File: config.mk
export PLATFORM = sky130hd
export DESIGN_NAME = pipe_run_monitor
export DESIGN_NICKNAME = d
export VERILOG_FILES = /design/src/rtl/pipe_run_monitor.sv
export SDC_FILE = /design/constraint.sdc
export NUM_CORES = 2
export LEC_CHECK = 0
export BUFFER_PORTS_ARGS = -buffer_cell sky130_fd_sc_hd__buf_2
export CAP_MARGIN = 20
export CORE_MARGIN = 5
export CORE_UTILIZATION = 35
export DETAILED_ROUTE_END_ITERATION = 10
export PLACE_DENSITY_LB_ADDON = 0.05
export SYNTH_ARGS = -nofsm -noshare
export SYNTH_HDL_FRONTEND = slang
export SYNTH_SLANG_ARGS = --single-unit
export TNS_END_PERCENT = 10
File: constraint.sdc
create_clock -name clk -period 9.5 [get_ports clk]
set_input_delay 2.375 -clock clk [delete_from_list [all_inputs] [get_ports clk]]
set_output_delay 2.375 -clock clk [all_outputs]
set_load 0.1 [all_outputs]
File: src/rtl/pipe_run_monitor.sv
// rtl/pipe_run_monitor.sv - run monitor for the 5-stage core: cycle count, PC halt/timeout detection, register-change trace
module pipe_run_monitor #(
    parameter int PC_W        = 7,
    parameter int DATA_W      = 32,
    parameter int NREG        = 16,
    parameter int DEPTH       = 16,
    parameter int CNT_W       = 16,
    parameter int MAX_CYCLES  = 29,
    parameter int STALL_LIMIT = 4
) (
    input  logic                                               clk,
    input  logic                                               rst_n,
    input  logic                                               start,
    input  logic [PC_W-1:0]                                    pc_in,
    input  logic [NREG*DATA_W-1:0]                             regs_in,
    output logic                                               running,
    output logic                                               done,
    output logic [1:0]                                         reason,
    output logic [CNT_W-1:0]                                   cycles,
    output logic [$clog2(DEPTH):0]                             trace_cnt,
    output logic                                               wrapped,
    output logic                                               multi_chg,
    input  logic [$clog2(DEPTH)-1:0]                           rd_idx,
    output logic [CNT_W+PC_W+$clog2(NREG)+DATA_W-1:0]          rd_data
);
    localparam int AW = $clog2(DEPTH);
    localparam int IW = $clog2(NREG);
    localparam int SW = $clog2(STALL_LIMIT + 1);
    localparam int EW = CNT_W + PC_W + IW + DATA_W;
    localparam logic [1:0] RSN_NONE = 2'b00;
    localparam logic [1:0] RSN_HALT = 2'b01;
    localparam logic [1:0] RSN_TMO  = 2'b10;

    typedef enum logic [1:0] {IDLE, RUN, DONE} state_t;

    state_t                 state_q, state_d;
    logic                   start_run;
    logic [CNT_W-1:0]       cycles_q;
    logic [CNT_W-1:0]       cyc_next;
    logic [AW:0]            tcnt_q;
    logic [AW-1:0]          wr_ptr;
    logic [SW-1:0]          stall_cnt;
    logic [SW-1:0]          stall_next;
    logic [PC_W-1:0]        prev_pc;
    logic [NREG*DATA_W-1:0] prev_regs;
    logic [NREG-1:0]        chg;
    logic                   any_chg;
    logic                   multi_now;
    logic [IW-1:0]          low_idx;
    logic [DATA_W-1:0]      low_val;
    logic                   halt_hit;
    logic                   tmo_hit;
    logic                   full;
    logic [AW-1:0]          rd_addr;
    logic [EW-1:0]          mem [DEPTH];

    always_comb begin
        chg = '0;
        for (int i = 0; i < NREG; i++) begin
            chg[i] = regs_in[i*DATA_W +: DATA_W] != prev_regs[i*DATA_W +: DATA_W];
        end
    end

    // Scan downward so the last hit is the lowest changed index.
    always_comb begin
        low_idx = '0;
        for (int i = NREG - 1; i >= 0; i--) begin
            if (chg[i]) low_idx = IW'(i);
        end
    end

    assign low_val    = regs_in[low_idx*DATA_W +: DATA_W];
    assign any_chg    = |chg;
    assign multi_now  = (chg & (chg - NREG'(1))) != '0;
    assign cyc_next   = cycles_q + CNT_W'(1);
    assign stall_next = (pc_in == prev_pc) ? stall_cnt + SW'(1) : '0;
    assign halt_hit   = stall_next >= SW'(STALL_LIMIT);
    assign tmo_hit    = cyc_next == CNT_W'(MAX_CYCLES);
    assign full       = tcnt_q == (AW+1)'(DEPTH);

    always_ff @(posedge clk) begin
        if (!rst_n) state_q <= IDLE;
        else        state_q <= state_d;
    end

    always_comb begin
        state_d   = state_q;
        start_run = 1'b0;
        case (state_q)
            IDLE, DONE: begin
                if (start) begin
                    state_d   = RUN;
                    start_run = 1'b1;
                end
            end
            RUN: begin
                if (halt_hit || tmo_hit) state_d = DONE;
            end
            default: state_d = IDLE;
        endcase
    end

    always_ff @(posedge clk) begin
        if (!rst_n) begin
            cycles_q  <= '0;
            tcnt_q    <= '0;
            wr_ptr    <= '0;
            wrapped   <= 1'b0;
            multi_chg <= 1'b0;
            stall_cnt <= '0;
            reason    <= RSN_NONE;
            prev_pc   <= '0;
            prev_regs <= '0;
        end else if (start_run) begin
            cycles_q  <= '0;
            tcnt_q    <= '0;
            wr_ptr    <= '0;
            wrapped   <= 1'b0;
            multi_chg <= 1'b0;
            stall_cnt <= '0;
            reason    <= RSN_NONE;
            prev_pc   <= pc_in;
            prev_regs <= regs_in;
        end else if (state_q == RUN) begin
            cycles_q  <= cyc_next;
            stall_cnt <= stall_next;
            prev_pc   <= pc_in;
            prev_regs <= regs_in;
            if (any_chg) begin
                wr_ptr <= wr_ptr + AW'(1);
                if (full) wrapped <= 1'b1;
                else      tcnt_q  <= tcnt_q + (AW+1)'(1);
            end
            if (multi_now) multi_chg <= 1'b1;
            if (halt_hit)     reason <= RSN_HALT;
            else if (tmo_hit) reason <= RSN_TMO;
        end
    end

    // Trace storage is deliberately unreset; reads are only meaningful below trace_cnt.
    always_ff @(posedge clk) begin
        if (rst_n && state_q == RUN && any_chg) begin
            mem[wr_ptr] <= {cyc_next, pc_in, low_idx, low_val};
        end
    end

    assign rd_addr   = wr_ptr - tcnt_q[AW-1:0] + rd_idx;
    assign rd_data   = mem[rd_addr];
    assign running   = state_q == RUN;
    assign done      = state_q == DONE;
    assign cycles    = cycles_q;
    assign trace_cnt = tcnt_q;
endmodule

### After elaboration in Yosys (flattened, before gate mapping)

Memory sizes are Yosys's and may differ from the RTL's.
Index checks and enable logic that the tools add are counted.

* flip-flop bits (word level): 553
* bits in latches: 0
* RAM bits: 944
* ROM bits: 0
* input port bits: 526
* output and inout bits: 86
* memories kept: 1

Memories
* mem: words 16, bits a word 59, read ports 1, clocked after Yosys merged registers in 0, wr ports 1, RTL line 55 `logic [EW-1:0] mem [DEPTH];`

* add/sub/neg operators: 7
* multipliers: 0
* div/mod/pow operators: 0
* magnitude comparators: 1
* eq/ne operators: 23
* shift operators: 1
* multiplexer cells: 30
* bitwise logic cells: 3
* reductions and logical operators: 16

Operators with widths (count)
* $mux 512: 2
* $ne 32x32->1: 16
* $shiftx 512x10->32: 1
* $mux 4: 16
* $add 16x1->16 const B: 1
* $and 16x16->16: 1
* $eq 16x5->1 const B: 1
* $reduce_bool 16->1: 1
* $reduce_or 16->1: 1
* $sub 16x1->16 const B: 1
* $mux 7: 2
* $mux 2: 4
* $reduce_and 2->1: 4
* $eq 7x7->1: 1
* $reduce_and 3->1: 2
* $add 5x1->5 const B: 1
* $eq 5x5->1 const B: 1
* $add 4x1->4 const B: 1
* $add 4x4->4: 1
* $mux 1: 4
* $pmux 2 s2: 1
* $reduce_bool 2->1: 2
* $reduce_or 2->1: 2
* $sub 4x4->4: 1
* other kinds (11): 13

### Logic depth before layout (Yosys ltp)

* word-level depth: 18
* mapped depth: 13
* gate-level depth less buffers: 11

### Worst setup path after synthesis

OpenSTA, ideal clock, no wires.

* path type: input port to output port
* start: input port rd_idx[1]
* end: output port rd_data[18]
* data arrival time: 6.312 ns
* path slack: 0.813 ns
* cell stages on the path: 9
* cells stage by stage: inv_1 > fa_1 > fa_1 > clkbuf_1 > clkbuf_1 > clkbuf_1 > mux4_2 > nand2_1 > a31oi_1

* word-level cells in the longest chain between the ends: 2

RTL lines
* start: declaration: RTL line 23 `input logic [$clog2(DEPTH)-1:0] rd_idx,`
* $add 4x4->4: RTL line 147 `assign rd_addr = wr_ptr - tcnt_q[AW-1:0] + rd_idx;`
* $mem_v2 16x59
* end: declaration: RTL line 24 `output logic [CNT_W+PC_W+$clog2(NREG)+DATA_W-1:0] rd_data`

Every way passes these cells.

### Worst setup path in the final report

* start: input port rd_idx[1]
* end: output port rd_data[52]

The elaborated chain is that of the path after synthesis.

==> results.cfg <==
[final_layout]
drive_gt1_share_pct = 21.4
fin_nets = 6759
layout_commonest_cell = nand2_1
area_delta_synth_final_pct = 17.9
layout_common_cells = 1345 x nand2_1, 944 x edfxtp_1, 610 x buf_2

[logic_synthesis]
yosysSeqAreaShare_pct = 58.3
yosys.area.top_type_share_pct = 42.0
synth_nets = 6192
ys_async_sr_fraction_pct = 0
ys_ff_latch = 1497
synth_area_leaders = edfxtp_1 42%, dfxtp_1 16%, mux4_2 8.4%, nand2_1 7.5%, a21boi_0 5.8%
syn_avg_cell_area_sq_um = 12.0
yosysUniqueCellTypes = 60
yosysWarnings = 0
synth_area_sq_mm = 0.0676
synthCells = 5650
synth_area_leader_cell = edfxtp_1
synth_edf_count = 944
ys.flop_type = edfxtp_1

[clock_tree]
cts_tree = built
cts_buffer_depth = 3
insertion_delay_ns = 0.82
htree_num_levels = 4
cts_buffers = 176
path_clk_slew_ns = 0.05
post_cts_resized = 0
hold_buffers = 0
clkSinkCount = 1497
root_buffer = clkbuf_16
cts_setup_buffers = 0

[setup_path]
crit_fanout = 28
critPathRequiredTime_ns = 7.13
crit_path_top_delay_cell = a21oi_1
critPathMaxStageDelay_ns = 0.57
crit_path_cell_trace = buf_2 -> inv_1 -> fa_1 -> inv_1 -> ha_1 -> a21o_1 -> a21oi_1 -> xor2_4 -> buf_4 -> and3_1 -> a31oi_1 -> buf_2
cp-start-kind = input port
cp_top_family = compound AO/OA/AOI/OAI gates
cp.arrival_ns = 6.00
cp.depth = 12
reg2reg_depth = 11
crit_type = input port to output port
crit_buf_inv = 5
cp-end-kind = output port

[timing]
fmax_mhz = 119
skew_ns = 0.0332
fin_crit_ns = 8.37
final.setup.tns_ns = 0
maxSlewHeadroom_pct = 16.7
setup_viol = 0
slew_viol_final = 0
post-route-period-util_pct = 88.1
hold_violations = 0
rsz0062_at_grt = false
worst_slew_pin_slew_ns = 1.25

[placed_design]
gp_congestion = 0.855
io_buffers = 611
hpwl_microns = 174000

[route]
detail-route-antenna-nets = 0
totalWireLength_microns = 256000
dr_total_vias = 47300
drc = 0
drtPass1Iterations = 5
drt_iter0_drc = 3680
wire_per_inst_microns = 28.6
vias_per_cell = 5.28

[global_routing]
track_usage_pct = 24.6
grt_pass1_vias = 46600
grt_overflow = 0
antenna_found_initial = 167
grt_pass1_wl_microns = 357000
grt_max_degree = 207

[min_path]
min_path_cells = 2
hp-class = register to register

[run_status]
status = finished, final reports clean

[floorplan]
die_h_microns = 449
rows = 161
num_io_pins = 612
core_sq_mm = 0.192
dieWidth_microns = 449
start_util_pct = 35.1
die-area_sq_mm = 0.202

[pwr]
ir_drop_mv = 0.132
power.total_mw = 17.0
p_leak_nw = 27.9
powerDensity_mw_per_mm2 = 214

[job]
maxCapViolations = 0
[per-layer routing]
metal | global-route usage (%) | vias up | share of wire [%]
met3 | 4.81 | 489 | 5.5
met1 | 29.9 | 23700 | 40
li1 | - | 21700 | -
met2 | 43.1 | 1417 | 50
met5 | 0 | - | 0.15
met4 | 9.67 | 60 | 4.2
[tightest hold or removal path, stage by stage (launching register included)]
cell and delay, ns:
dfxtp_1 0.31, nand2_1 0.05, a21boi_0 0.06
[through the flow]
step / util [%] / setup WS, ns / cell area, sq um / hold WS (ns) / std cells
after global routing: 41.4 / 0.946 / 79600 / 0.487 / 8922
after detailed placement: 38.4 / 1.05 / 73900 / 0.461 / 8560
after CTS: 41.3 / 1.05 / 79400 / 0.475 / 8874
final: 41.4 / 1.13 / 79700 / 0.473 / 8958
after floorplan: - / 0.813 / 67600 / 0.453 / 5650
after global placement: 38.4 / 1.03 / 73900 / 0.460 / 8554
[cells in the mapped netlist, drive strengths merged (2+ instances only)]
cell type  instances
a211o              4
buf               58
o21ai            123
a32oi             24
o31a               2
a31oi             60
nor4              89
ha                13
o21a               4
and2               6
nand2           1349
a22oi             14
a21o               4
nor4bb             2
xnor2            274
a211oi             3
nor2              56
and4               5
and3              61
mux4             251
mux2              67
inv               21
xor2             285
nand2b             6
edfxtp           944
nand3b            15
nor2b              3
nand4            126
fa                 3
dfxtp            553
o211ai            68
a21oi             32
mux2i             50
nand3            208
nor3              11
or3                5
clkbuf           318
a21boi           520
[cell families after synthesis]
group / count (synthesis) / share of synthesized area (%)
AOI/OAI and AO/OA: 865 / 9.01
xor gates and xnor gates: 559 / 7.25
adders and majority gates: 17 / 0.344
buffers and inverters: 398 / 2.33
DFF: 1497 / 58.3
muxes: 368 / 10.2
and+or+nand+nor: 1946 / 12.5
[final cells by class]
| class | count | area (sq um) |
|---|---|---|
| Inverter | 22 | 92.6 |
| Tap cell | 2526 | 3160 |
| Clock inverter | 78 | 634 |
| Antenna cell | 79 | 198 |
| Clock buffer | 236 | 4860 |
| Sequential cell | 1497 | 39400 |
| Timing Repair Buffer | 765 | 4510 |
| Multi-Input combinational cell | 3755 | 26800 |
| Fill cell | 18300 | 113000 |
[final timing paths]
kind | to | slack, ns | start
worst min register to register | prev_regs[50]$_SDFFE_PN0P_ | 0.47 | prev_regs[50]$_SDFFE_PN0P_
worst max register to register | mem[14][12]$_DFFE_PP_ | 3.88 | prev_regs[109]$_SDFFE_PN0P_
worst min-delay path | prev_regs[50]$_SDFFE_PN0P_ | 0.47 | prev_regs[50]$_SDFFE_PN0P_
worst max-delay path | rd_data[52] | 1.13 | rd_idx[1]
[flip-flops by register name, summed over array words and instances, names as in the netlist, 3 cells and up]
| name | flops |
|---|---|
| mem | 944 |
| cycles | 16 |
| stall_cnt | 3 |
| wr_ptr | 4 |
| prev_pc | 7 |
| prev_regs | 512 |
| trace_cnt | 5 |
[power by group]
| part | leakage [nW] | switching [mW] | internal (mW) |
|---|---|---|---|
| Combinational | 12.2 | 2.29 | 1.01 |
| Clock | 2.69 | 2.76 | 3.76 |
| Sequential | 13.0 | 0.112 | 7.07 |
| Total | 27.9 | 5.17 | 11.8 |
No activity file was read; power rests on OpenSTA's default activity.
